===== src/rtl/game_pkg.sv =====
// Shared types and constants for the game flow sequencer.
// State encoding is fixed because the display mux decodes it directly.
package game_pkg;

    typedef enum logic [2:0] {
        COVER = 3'd0,
        COUNT = 3'd1,
        PLAY  = 3'd2,
        PAUSE = 3'd3,
        OVER  = 3'd4
    } game_state_e;

    // Extended-flag bit in [8], scan code in [7:0].
    localparam logic [8:0] KEY_A           = 9'h01C;
    localparam logic [8:0] KEY_D           = 9'h023;
    localparam logic [8:0] KEY_P           = 9'h04D;
    localparam logic [8:0] KEY_ENTER       = 9'h05A;
    localparam logic [8:0] KEY_RIGHT_ENTER = 9'h15A;

    localparam int SCORE_W_DEF = 14;

endpackage


===== src/rtl/game_flow_ctrl_key_hold_tracker.sv =====
// Tracks held A/D keys and the most recently pressed one; decodes Enter/Pause make events.
// hold/pref outputs already include the current event so the top can register them with one cycle latency.
module key_hold_tracker
    import game_pkg::*;
(
    input  logic       clk,
    input  logic       rst,
    input  logic       key_valid,
    input  logic [8:0] key_code,
    input  logic       key_make,
    output logic       hold_a,
    output logic       hold_d,
    output logic       pref,
    output logic       enter_evt,
    output logic       pause_evt
);

    logic hold_a_q, hold_a_d;
    logic hold_d_q, hold_d_d;
    logic pref_q, pref_d;

    // pref: 0 = A pressed last, 1 = D pressed last.
    always_comb begin
        hold_a_d = hold_a_q;
        hold_d_d = hold_d_q;
        pref_d   = pref_q;
        if (key_valid) begin
            if (key_code == KEY_A) begin
                hold_a_d = key_make;
                if (key_make) pref_d = 1'b0;
            end
            if (key_code == KEY_D) begin
                hold_d_d = key_make;
                if (key_make) pref_d = 1'b1;
            end
        end
    end

    always_ff @(posedge clk) begin
        if (rst) begin
            hold_a_q <= 1'b0;
            hold_d_q <= 1'b0;
            pref_q   <= 1'b0;
        end else begin
            hold_a_q <= hold_a_d;
            hold_d_q <= hold_d_d;
            pref_q   <= pref_d;
        end
    end

    assign hold_a    = hold_a_d;
    assign hold_d    = hold_d_d;
    assign pref      = pref_d;
    assign enter_evt = key_valid & key_make & ((key_code == KEY_ENTER) | (key_code == KEY_RIGHT_ENTER));
    assign pause_evt = key_valid & key_make & (key_code == KEY_P);

endmodule


===== src/rtl/game_flow_ctrl.sv =====
// Top-level game sequencer: COVER -> COUNT -> PLAY <-> PAUSE, PLAY -> OVER -> COVER.
// state | meaning: COVER title | COUNT countdown | PLAY running | PAUSE frozen | OVER game-over hold
module game_flow_ctrl
    import game_pkg::*;
#(
    parameter int COUNT_TICKS = 3,
    parameter int OVER_TICKS  = 5,
    parameter int SCORE_W     = SCORE_W_DEF,
    parameter int SCORE_MAX   = 9999
) (
    input  logic               clk,
    input  logic               rst,
    input  logic               key_valid,
    input  logic [8:0]         key_code,
    input  logic               key_make,
    input  logic               slime_die,
    input  logic               tick,
    output logic [2:0]         state,
    output logic               rst_game,
    output logic               freeze,
    output logic               move_left,
    output logic               move_right,
    output logic [1:0]         count_val,
    output logic [SCORE_W-1:0] score,
    output logic [SCORE_W-1:0] best
);

    localparam int OVC_W = $clog2(OVER_TICKS + 1);

    game_state_e        state_q, state_d;
    logic [1:0]         count_q, count_d;
    logic [OVC_W-1:0]   over_cnt_q, over_cnt_d;
    logic [SCORE_W-1:0] score_q, score_d;
    logic [SCORE_W-1:0] best_q, best_d;
    logic               entry_q, entry_d;
    logic               rst_game_q, rst_game_d;
    logic               freeze_q, freeze_d;
    logic               move_left_q, move_left_d;
    logic               move_right_q, move_right_d;

    logic hold_a, hold_d, pref, enter_evt, pause_evt;

    key_hold_tracker u_keys (
        .clk       (clk),
        .rst       (rst),
        .key_valid (key_valid),
        .key_code  (key_code),
        .key_make  (key_make),
        .hold_a    (hold_a),
        .hold_d    (hold_d),
        .pref      (pref),
        .enter_evt (enter_evt),
        .pause_evt (pause_evt)
    );

    // entry_q marks the first cycle spent in a newly entered state.
    always_comb begin
        state_d    = state_q;
        count_d    = count_q;
        over_cnt_d = over_cnt_q;
        score_d    = score_q;
        best_d     = best_q;
        case (state_q)
            COVER: begin
                if (enter_evt) begin
                    state_d = COUNT;
                    count_d = 2'(COUNT_TICKS);
                    score_d = '0;
                end
            end
            COUNT: begin
                if (tick && !entry_q) begin
                    if (count_q <= 2'd1) begin
                        state_d = PLAY;
                        count_d = '0;
                    end else begin
                        count_d = count_q - 2'd1;
                    end
                end
            end
            PLAY: begin
                if (slime_die) begin
                    state_d    = OVER;
                    over_cnt_d = OVC_W'(OVER_TICKS);
                    if (score_q > best_q) best_d = score_q;
                end else if (pause_evt) begin
                    state_d = PAUSE;
                end else if (tick && (score_q < SCORE_W'(SCORE_MAX))) begin
                    score_d = score_q + SCORE_W'(1);
                end
            end
            PAUSE: begin
                if (pause_evt) state_d = PLAY;
            end
            OVER: begin
                if (!entry_q) begin
                    if (enter_evt) begin
                        state_d = COVER;
                    end else if (tick) begin
                        if (over_cnt_q <= OVC_W'(1)) begin
                            state_d    = COVER;
                            over_cnt_d = '0;
                        end else begin
                            over_cnt_d = over_cnt_q - OVC_W'(1);
                        end
                    end
                end
            end
            default: state_d = COVER;
        endcase

        entry_d      = (state_d != state_q);
        rst_game_d   = !((state_d == PLAY) || (state_d == PAUSE));
        freeze_d     = (state_d == PAUSE);
        move_left_d  = (state_d == PLAY) & hold_a & (~hold_d | ~pref);
        move_right_d = (state_d == PLAY) & hold_d & (~hold_a | pref);
    end

    always_ff @(posedge clk) begin
        if (rst) begin
            state_q      <= COVER;
            count_q      <= '0;
            over_cnt_q   <= '0;
            score_q      <= '0;
            best_q       <= '0;
            entry_q      <= 1'b0;
            rst_game_q   <= 1'b1;
            freeze_q     <= 1'b0;
            move_left_q  <= 1'b0;
            move_right_q <= 1'b0;
        end else begin
            state_q      <= state_d;
            count_q      <= count_d;
            over_cnt_q   <= over_cnt_d;
            score_q      <= score_d;
            best_q       <= best_d;
            entry_q      <= entry_d;
            rst_game_q   <= rst_game_d;
            freeze_q     <= freeze_d;
            move_left_q  <= move_left_d;
            move_right_q <= move_right_d;
        end
    end

    assign state      = state_q;
    assign rst_game   = rst_game_q;
    assign freeze     = freeze_q;
    assign move_left  = move_left_q;
    assign move_right = move_right_q;
    assign count_val  = count_q;
    assign score      = score_q;
    assign best       = best_q;

endmodule


===== config.mk =====
export PLATFORM = sky130hd
export DESIGN_NAME = game_flow_ctrl
export DESIGN_NICKNAME = d
export VERILOG_FILES = /design/src/rtl/game_pkg.sv /design/src/rtl/game_flow_ctrl_key_hold_tracker.sv /design/src/rtl/game_flow_ctrl.sv
export SDC_FILE = /design/constraint.sdc
export NUM_CORES = 1
export LEC_CHECK = 0
export BUFFER_PORTS_ARGS = -buffer_cell sky130_fd_sc_hd__buf_2
export CAP_MARGIN = 20
export CORE_MARGIN = 4
export CORE_UTILIZATION = 25
export DETAILED_ROUTE_END_ITERATION = 10
export GPL_TIMING_DRIVEN = 0
export HOLD_SLACK_MARGIN = 0.15
export SLEW_MARGIN = 5
export SYNTH_ARGS = -nofsm -noshare
export SYNTH_HDL_FRONTEND = slang
export SYNTH_SLANG_ARGS = --single-unit

===== constraint.sdc =====
create_clock -name clk -period 3.1 [get_ports clk]
set_clock_uncertainty 0.15 [all_clocks]
set_input_delay 0.465 -clock clk [delete_from_list [all_inputs] [get_ports clk]]
set_output_delay 0.465 -clock clk [all_outputs]
set_load 0.01 [all_outputs]

# --- Yosys cells after proc, flatten, opt, wreduce, memory -nomap -nowiden ---
# Cells that the tools add are included.
classes:
  n_reduce_logical: 13
  n_addsub: 3
  mux: 35
  n_eq_ne: 21
  order_cmp: 4
  bitwise_logic: 13
ops:
  columns: ["operator", "count"]
  rows:
  - ["$mux W14", 4]
  - ["$mux W3", 15]
  - ["$pmux W14 S2", 1]
  - ["$eq A9 B7 Y1 const B", 2]
  - ["$ne A2 B2 Y1 const B", 9]
  - ["$pmux W3 S5", 1]
  - ["$add A14 B1 Y14 const B", 1]
  - ["$gt A14 B14 Y1", 1]
  - ["$lt A14 B14 Y1 const B", 1]
  - ["$eq A3 B2 Y1 const B", 4]
  - ["$reduce_and A5 Y1", 2]
  - ["$eq A9 B5 Y1 const B", 1]
  - ["$eq A9 B6 Y1 const B", 1]
  - ["$eq A9 B9 Y1 const B", 1]
  - ["$mux W1", 9]
  - ["$and A1 B1 Y1", 7]
  - ["$mux W2", 3]
  - ["$pmux W3 S2", 1]
  - ["$reduce_and A3 Y1", 2]
  - ["$reduce_bool A2 Y1", 3]
  - ["$pmux W2 S2", 1]
  - ["$eq A3 B1 Y1 const B", 1]
  - ["$eq A3 B3 Y1 const B", 1]
  - ["$le A3 B1 Y1 const B", 1]
  - ["10 further kinds", 16]
totals:
  in_bits: 15
  register_bits: 44
  out_inout_bits: 37

# --- Longest topological paths before layout ---
# Gate-level depths: netlist (run 1).
logic_depth:
  depth_word: 9
  depth_mapped: 8

# --- Hierarchy ---
# Synthesis (run 1) repeated with hierarchy kept, for this count alone.
unflattened:
  cells_unflattened: 376
  area_unflattened_um2: 2866.5
by_module_without_submodules:
  columns: ["mod", "instances", "seq_area_each_um2", "cells_per_inst", "area_each_um2"]
  rows:
  - ["game_flow_ctrl", 1, 820.8, 347, 2621.3]
  - ["key_hold_tracker", 1, 60.1, 29, 245.2]

# --- Least setup slack after synthesis (run 1) ---
# OpenSTA, ideal clock, no wires.
synth_timing:
  path_kind: "reg2reg"
  startpoint: "register best_q[5] (netlist: best[5])"
  endpoint: "register best_q[0] (netlist: best[0])"
  required_time_ns: 2.878
  slack_ns: 0.712
  synth_period_minus_slack_ns: 2.388
  path_stages_with_launch: 9
  setup_ns: 0.072
  path_buffers: 1
  arrival_time_ns: 2.166
  cell_sequence: "dfxtp_1 > inv_1 > ha_1 > nand4_1 > o21bai_1 > a311o_1 > a31oi_1 > buf_4 > mux2i_1"
synth_between:
  elab_chain_len: 2
synth_rtl:
  columns: ["element", "line", "rtl"]
  rows:
  - ["from (decl)", "game_flow_ctrl.sv:34", "logic [SCORE_W-1:0] best_q, best_d;"]
  - ["from (signal assigned)", "game_flow_ctrl.sv:136", "best_q <= best_d;"]
  - ["$gt A14 B14 Y1", "game_flow_ctrl.sv:85", "if (score_q > best_q) best_d = score_q;"]
  - ["$reduce_and A3 Y1 (no source line)", null, null]
# No other way between the ends.
# A chain may end at the register's enable or synchronous reset.

# --- Final worst setup path (run 1) ---
layout_timing:
  startpoint: "register score_q[4] (netlist: score[4])"
  endpoint: "register best_q[0] (netlist: best[0])"
layout_between:
  elab_chain_len: 2
layout_rtl:
  columns: ["element", "line", "rtl"]
  rows:
  - ["from (decl)", "game_flow_ctrl.sv:33", "logic [SCORE_W-1:0] score_q, score_d;"]
  - ["from (signal assigned)", "game_flow_ctrl.sv:135", "score_q <= score_d;"]
  - ["$gt A14 B14 Y1", "game_flow_ctrl.sv:85", null]
  - ["$reduce_and A3 Y1 (no source line)", null, null]
# No other way between the ends.

==> results of run 1 <==
## Yosys cell counts, drive strengths merged, types with 3 or more instances
cell / number / area (µm²)
a31oi: 6 / 37.5
nand4b: 4 / 41.3
and2: 4 / 25.0
clkbuf: 7 / 26.3
o21ai: 9 / 45.0
a21oi: 11 / 55.1
dfxtp: 44 / 881
nand3: 11 / 55.1
nor4: 6 / 43.8
nor3b: 3 / 33.8
xnor2: 5 / 43.8
nor2b: 5 / 31.3
nand2: 39 / 146
o21a: 4 / 30.0
or4: 3 / 22.5
o21bai: 4 / 30.0
mux2i: 17 / 170
a211oi: 5 / 42.5
inv: 22 / 82.6
ha: 17 / 213
and3: 6 / 37.5
nor2: 16 / 60.1
nand4: 7 / 43.8
nor3: 3 / 15.0
or3b: 5 / 43.8
buf: 3 / 23.8
## state kept, by name, indices dropped and copies added, names as in the netlist
register         flops
best                14
score               14
over_cnt_q           3
state                3
count_val            2
entry_q              1
freeze               1
move_left            1
move_right           1
rst_game             1
u_keys.hold_a_q      1
u_keys.hold_d_q      1
u_keys.pref_q        1
## cell type report
| type | instances | area (µm²) |
|---|---|---|
| Buffer | 10 | 50.0 |
| Clock buffer | 8 | 90.1 |
| Fill cell | 1095 | 6790 |
| Inverter | 23 | 86.3 |
| Multi-Input combinational cell | 217 | 1500 |
| Sequential cell | 44 | 881 |
| Tap cell | 133 | 166 |
| Timing Repair Buffer | 51 | 255 |
## per-stage QoR
step | cells | hold WS [ns] | util, %
floorplan | 294 | 0.295 | -
global placement | 478 | 0.304 | 30.0
detailed placement | 478 | 0.310 | 30.0
CTS | 486 | 0.322 | 30.9
global route | 486 | 0.342 | 30.9
finish | 486 | 0.319 | 30.9
## worst max path at each step
stage	cells after the start	to	start	slack, ns
6_report	7	best[0]	score[4]	0.43
5_1_grt	7	best[2]	score[5]	0.22
4_1_cts	7	best[0]	score[4]	0.38
3_5_place_dp	7	best[0]	score[4]	0.40
3_3_place_gp	7	best[2]	score[5]	0.46
2_1_floorplan	8	best[0]	best[5]	0.71
## kinds of logic after synthesis
family | count (synthesis) | synth area share, %
simple gates | 126 | 28.7
compound gates | 52 | 14.0
flops | 44 | 34.9
buf+inv | 33 | 5.41
mux | 17 | 6.75
fa+ha+maj | 17 | 8.44
xor+xnor | 5 | 1.74
## power by group
group / switching (µW) / total, µW / internal, µW
logic: 25.8 / 40.4 / 14.6
registers: 0.0728 / 565 / 565
clock network: 200 / 382 / 182
total: 226 / 987 / 761
## layer usage
metal / global-route usage [%] / part of all wire (%) / up-vias
met3: 2.33 / 5.3 / 10
met4: 3.07 / 1.2 / 0
li1: - / - / 1168
met2: 20.3 / 49 / 72
met1: 14.4 / 45 / 1083
met5: 0 / 0 / -
## tightest hold or removal path: cells and delay by family, from the launching register on
family,cells,cell delay [ns]
DFF,1,0.32
and+or+nand+nor,1,0.05
muxes,1,0.05
==> summary.txt, run 1 <==
Vert. Die Dim - 108 µm
Power, Total - 987 µW
Slowest CP cell - a31oi_1
Remaining DRCs - 0
CTS resizes - 0
Syn Area/Cell - 8.58 µm²
Post-CTS setup buffers - 0
Die X - 108 µm
Slew headroom - 46.6%
Global-route wire length before repair - 10.7 mm
Crit-path cells - ha_1, nand4_1, o21bai_1, a311o_1, a31oi_1, buf_4, mux2i_1
#FFs+latches synth - 44
Post-route ant nets - 0
Post-layout net count - 384
CP max stage delay - 0.55 ns
Fmax achieved - 374 MHz
Clk sinks - 44
Post-Syn Area - 2520 µm²
Clk_lat worst skew - 0.30 ns
Ant diodes - 0
Clk slew on worst S/H paths - 0.08 ns
PortBufs - 51
Critical path class - register to register
Hold Path Class - register to register
CP startpoint kind - register
Routed wire length - 6.66 mm
Peak VDD IR - 0.161 mV
Worst Max-Slew Pin Slew - 0.794 ns
Max Cap Viol - 0
Total track usage - 11.6%
Final Hold Fails - 0
Crit path max fanout - 10
Clk buf depth - 2
Commonest non-fill, non-tap cell in the layout - buf_2
Share of cells above drive strength 1 - 21.5%
Top_reg_cell synth - dfxtp_1
Dpl hpwl - 5.14 mm
Critical Path RT - 3.18 ns
Setup ws final - 0.427 ns
P&R area growth vs syn - 20.3%
CP top delay family - compound AO/OA/AOI/OAI gates
Initial antenna violation count - 0
Leakage - 0.00121 µW
Wire per inst - 13.7 µm
DIE AREA - 11800 µm²
Worst setup EP type - register
Outcome - finished, final reports clean
Yosys Warn Count - 0
Syn Nets - 326
First-pass DRT Iterations - 4
CTS Hold Bufs - 0
Hold Path Stages - 2
Setup slack at placement - 0.397 ns
Gr ovfl total - 0
Worst hold start - best[1]
Num CTS Buffers - 5
Top Ports - 52
Cells after Synth - 294
Min cycle time layout - 2.67 ns
Register area share after synthesis - 34.9%
Async SR Flop Fraction - 0%
Yosys cell types - 55
CP bufs+invs - 1
RSZ-0062 raised after global routing - no
Endpoints failing setup - 0
Via count - 2333
CTS tree - done
Via density - 4.80
Reg2Reg Depth - 7
RR Startpoint - score[4]
CTS root buf - clkbuf_8
Hold EP - best[1]
Worst R2R End - best[0]
H-tree depth - 2
Placed cell area - 2940 µm²
Crit path arrival time - 2.76 ns
Max-slew violations - 0
Pwr dens - 325 nW/µm²
Starting Density - 25.7%
Largest net degree at the start of global routing - 13
TNS Setup - 0 ns
Num rows - 36
Most frequent cells in the layout - 52 x buf_2, 44 x dfxtp_1, 39 x nand2_1
Number of global-route vias before repair - 2175
Placeable Area - 9820 µm²
Post-synth EDFFs - 0
Initial DRC count - 95
R2r setup slk - 0.43 ns
Final Cell Area - 3030 µm²
GPL Wtd Cong - 0.782
Period utilization - 86.2%
(Power assumes the default switching activity.)
==> run 2, diff against run 1 <==
- REMOVE_ABC_BUFFERS: default -> 1
==> run 2 against run 1 <==
  * Routed wire length down 6.6%
  * Maximum frequency up 6.8%
  * Worst setup slack better by 0.17 ns
  * Total power down 2.3%
  * Via count down 3.3%
  * Sequential power about the same
  * First-iteration DRC count down 20%
  * Critical path depth down 2
  * Critical path type unchanged
  * Critical endpoint is now score[9]
  * Largest cell class unchanged
  * Highest routed layer unchanged
==> summary.txt, run 2 (synthesis results as in run 1) <==
Outcome - finished, final reports clean
Initial antenna violation count - 0
Core Util, Final - 30.6%
DIE AREA - 11800 µm²
Max Cap Viol - 0
Period utilization - 80.7%
CTS resizes - 0
Crit path arrival time - 2.56 ns
Post-layout net count - 375
Clk_lat worst skew - 0.30 ns
CP max stage delay - 0.77 ns
Critical Path RT - 3.16 ns
CTS Hold Bufs - 0
Min cycle time layout - 2.50 ns
Pwr dens - 321 nW/µm²
Endpoints failing setup - 0
Vert. Die Dim - 108 µm
Crit-path cells - nor3b_4, nand4b_2, nor4_2, a31oi_1, o21a_1
Worst setup EP type - register
Power, Total - 964 µW
Global-route wire length before repair - 10.6 mm
H-tree depth - 2
Clk slew on worst S/H paths - 0.10 ns
Post-CTS setup buffers - 0
Share of cells above drive strength 1 - 22.4%
Final Hold Fails - 0
Post-route ant nets - 0
Area of the multi-input gates - 1510 µm²
Leakage - 0.00119 µW
Setup ws final - 0.597 ns
Starting Density - 25.7%
Die X - 108 µm
Largest net degree at the start of global routing - 35
Commonest non-fill, non-tap cell in the layout - buf_2
Clk sinks - 44
Most frequent cells in the layout - 51 x buf_2, 44 x dfxtp_1, 39 x nand2_1
Placeable Area - 9820 µm²
Start point of the critical path - state[1]
Worst Max-Slew Pin Slew - 0.860 ns
Peak VDD IR - 0.148 mV
Total track usage - 11.2%
Fill count - 1098
Num CTS Buffers - 5
Critical path class - register to register
Ant diodes - 0
Remaining DRCs - 0
CTS tree - done
Gr ovfl total - 0
CP startpoint kind - register
Routed wire length - 6.22 mm
Fmax achieved - 400 MHz
CTS root buf - clkbuf_8
Top Ports - 52
Slowest CP cell - nor4_2
Initial DRC count - 76
Clk buf depth - 2
Max-slew violations - 0
Number of global-route vias before repair - 2151
P&R area growth vs syn - 19.1%
Dpl hpwl - 4.85 mm
GPL Wtd Cong - 0.782
Via count - 2257
Worst hold start - best[4]
Slew headroom - 42.3%
Num rows - 36
Crit path max fanout - 15
RR Startpoint - state[1]
Hold Path Class - register to register
Setup slack at placement - 0.467 ns
RSZ-0062 raised after global routing - no
PortBufs - 51
Via density - 4.73
Storage element area - 881 µm²
First-pass DRT Iterations - 4
Wire per inst - 13.0 µm
## run 2: final timing paths
| check | endpoint | slack (ns) | cells past startpoint |
|---|---|---|---|
| min reg2reg | best[4] | 0.32 | 2 |
| min | best[4] | 0.32 | 2 |
| max reg2reg | score[9] | 0.60 | 5 |
| max | score[9] | 0.60 | 5 |
## run 2: critical path, delay by kind of cell (launching register included)
family | cells | cell delay, ns
flops | 1 | 0.59
compound gates | 2 | 0.38
simple gates | 3 | 1.30
## run 2: power breakdown
| group | internal [µW] | switching, µW | leakage, µW |
|---|---|---|---|
| clock network | 157 | 205 | 0.0000479 |
| logic | 13.3 | 23.1 | 0.000791 |
| registers | 565 | 0.111 | 0.000354 |
## run 2: routing by layer
metal	track usage (%)	up-vias	share of wire [%]
li1	-	1163	-
met1	15.0	1040	46
met2	18.4	48	48
met3	2.27	6	5.0
met4	2.71	0	0.71
met5	0	-	0
## run 2: cell type report
cell class,count,share of cell area (%)
multi-input combinational,217,50.3
sequential,44,29.3
inverter,23,2.88
tap,133,5.54
timing repair buffer,52,9.00
clock inverter,3,0.625
clock buffer,5,2.29
## run 2: per-stage QoR
step,cell area (µm²),std cells,TNS (ns),hold WS [ns]
finish,3000,477,0,0.321
global route,3000,477,0,0.353
CTS,3000,477,0,0.325
detailed placement,2910,469,0,0.312
global placement,2890,468,-3.70,0.305
floorplan,2470,284,0,0.289
==> run 3, diff against run 2 <==
- clock period: 3.1 -> 2.42 ns (I/O delays scaled with it)
==> run 3 against run 2 <==
  * First-iteration DRC count shrank 17%
  * Die area is the same
  * Utilization grew 0.46 points
  * Critical path depth is the same
  * Combinational power grew 31%
  * Hold slack lost 0.072 ns
  * Total power grew 28%
  * Global-route usage is essentially flat
  * Via count grew 0.49%
==> summary.txt, run 3 (synthesis results as in run 1) <==
CTS tree - done
Routed wire length - 6.28 mm
Via count - 2268
Worst Max-Slew Pin Slew - 0.668 ns
Core Util, Final - 31.0%
Hold Path Class - input port to register
Crit path max fanout - 9
TNS Setup - 0 ns
Min cycle time layout - 2.27 ns
Clock share of power - 37.6%
Fmax achieved - 440 MHz
Sw Share - 23.7%
Worst hold margin - 0.248 ns
Total track usage - 11.2%
Num CTS Buffers - 5
Max Cap Viol - 0
Wire per inst - 13.1 µm
Via density - 4.74
Clk buf depth - 2
Outcome - finished, final reports clean
Clk_lat worst skew - 0.30 ns
Global-route wire length before repair - 10.6 mm
Crit path arrival time - 2.35 ns
Num rows - 36
CTS root buf - clkbuf_8
Endpoints failing setup - 0
Most frequent cells in the layout - 51 x buf_2, 43 x dfxtp_1, 39 x nand2_1
Met3 routed wirelength - 349 µm
Remaining DRCs - 0
Critical Path RT - 2.49 ns
Top Ports - 52
Slew headroom - 54.8%
Worst setup EP type - register
Peak VDD IR - 0.189 mV
GPL Wtd Cong - 0.782
Initial DRC count - 63
Power, Total - 1240 µW
Max Used Layer - met4
Critical path class - register to register
Largest net degree at the start of global routing - 35
Initial antenna violation count - 0
Period utilization - 93.9%
Psw - 293 µW
PortBufs - 51
CTS Hold Bufs - 0
WL met2 - 3.06 mm
Placeable Area - 9820 µm²
Pwr dens - 405 nW/µm²
Vert. Die Dim - 108 µm
Int Pwr - 943 µW
First-pass DRT Iterations - 4
Clk sinks - 44
Commonest non-fill, non-tap cell in the layout - buf_2
Logic pwr share - 3.9%
Post-route ant nets - 0
DIE AREA - 11800 µm²
Final Hold Fails - 0
Leakage - 0.00120 µW
H-tree depth - 2
CP startpoint kind - register
Clk slew on worst S/H paths - 0.10 ns
Gr ovfl total - 0
Metal-1 WL - 2.85 mm
Starting Density - 25.7%
Dpl hpwl - 4.85 mm
Share of cells above drive strength 1 - 23.5%
Number of global-route vias before repair - 2157
Die X - 108 µm
P&R area growth vs syn - 20.8%
Ant diodes - 0
Post-layout net count - 376
Reg power frac - 58.6%
Max-slew violations - 0
==> run 3: cell types whose count changed in the layout (fill, tap and decap cells not counted) <==
cell,change
a31oi_2,-1
a31oi_4,+1
buf_4,+1
clkinv_1,-1
clkinvlp_4,+1
dfxtp_1,-1
dfxtp_2,+1
nand4b_2,-1
nand4b_4,+1
nor4_1,-1
nor4_4,+1
==> run 3: worst max-delay path, cell delays in order (launching register included) <==
cell and delay, ns:
dfxtp_1 0.41, o21ai_0 0.35, nand4b_4 0.21, or3_4 0.45
or4_1 0.47, a21oi_1 0.14
==> run 3: power by group through the flow <==
stage	Clock (µW)	Sequential (µW)	Combinational, µW
4_1_cts	484	724	46.8
2_1_floorplan	0	741	21.8
5_1_grt	520	724	53.5
3_5_place_dp	0	741	46.7
6_report	464	723	47.7
3_3_place_gp	0	741	45.4
==> run 3: final timing paths <==
check,from,endpoint,slack (ns),cells after the start
setup / recovery,score[11],score[5],0.15,5
hold / removal,slime_die,state[2],0.25,3
hold reg to reg,best[4],best[4],0.32,2
setup reg to reg,score[11],score[5],0.15,5
==> run 3: cell type report <==
type	count	area, µm²
flip-flops and latches	44	882
clock inverters	3	18.8
clock buffers	5	68.8
fillers	1103	6770
multi-input cells	217	1540
inverters	23	90.1
well taps	133	166
repair buffers	53	278
==> run 3: timing repair <==
| action | CTS | global route |
|---|---|---|
| resized for setup | 3 | 3 |
| pin swaps | 0 | 1 |
| buffers inserted | 0 | 1 |
| gates cloned | 0 | 0 |
| endpoints found under the setup margin | 15 | 10 |
==> run 3: routing by layer <==
metal | up-vias | GRT usage (%)
li1 | 1161 | -
met1 | 1055 | 15.1
met2 | 47 | 18.4
met3 | 5 | 2.27
met4 | 0 | 2.71
met5 | - | 0
==> run 3: through the flow <==
stage	std cells	setup slack (ns)	area, µm²
global placement	468	-0.950	2890
finish	478	0.148	3050
detailed placement	469	-0.111	2910
global route	478	-0.0332	3050
floorplan	284	-0.434	2470
CTS	477	0.0161	3020
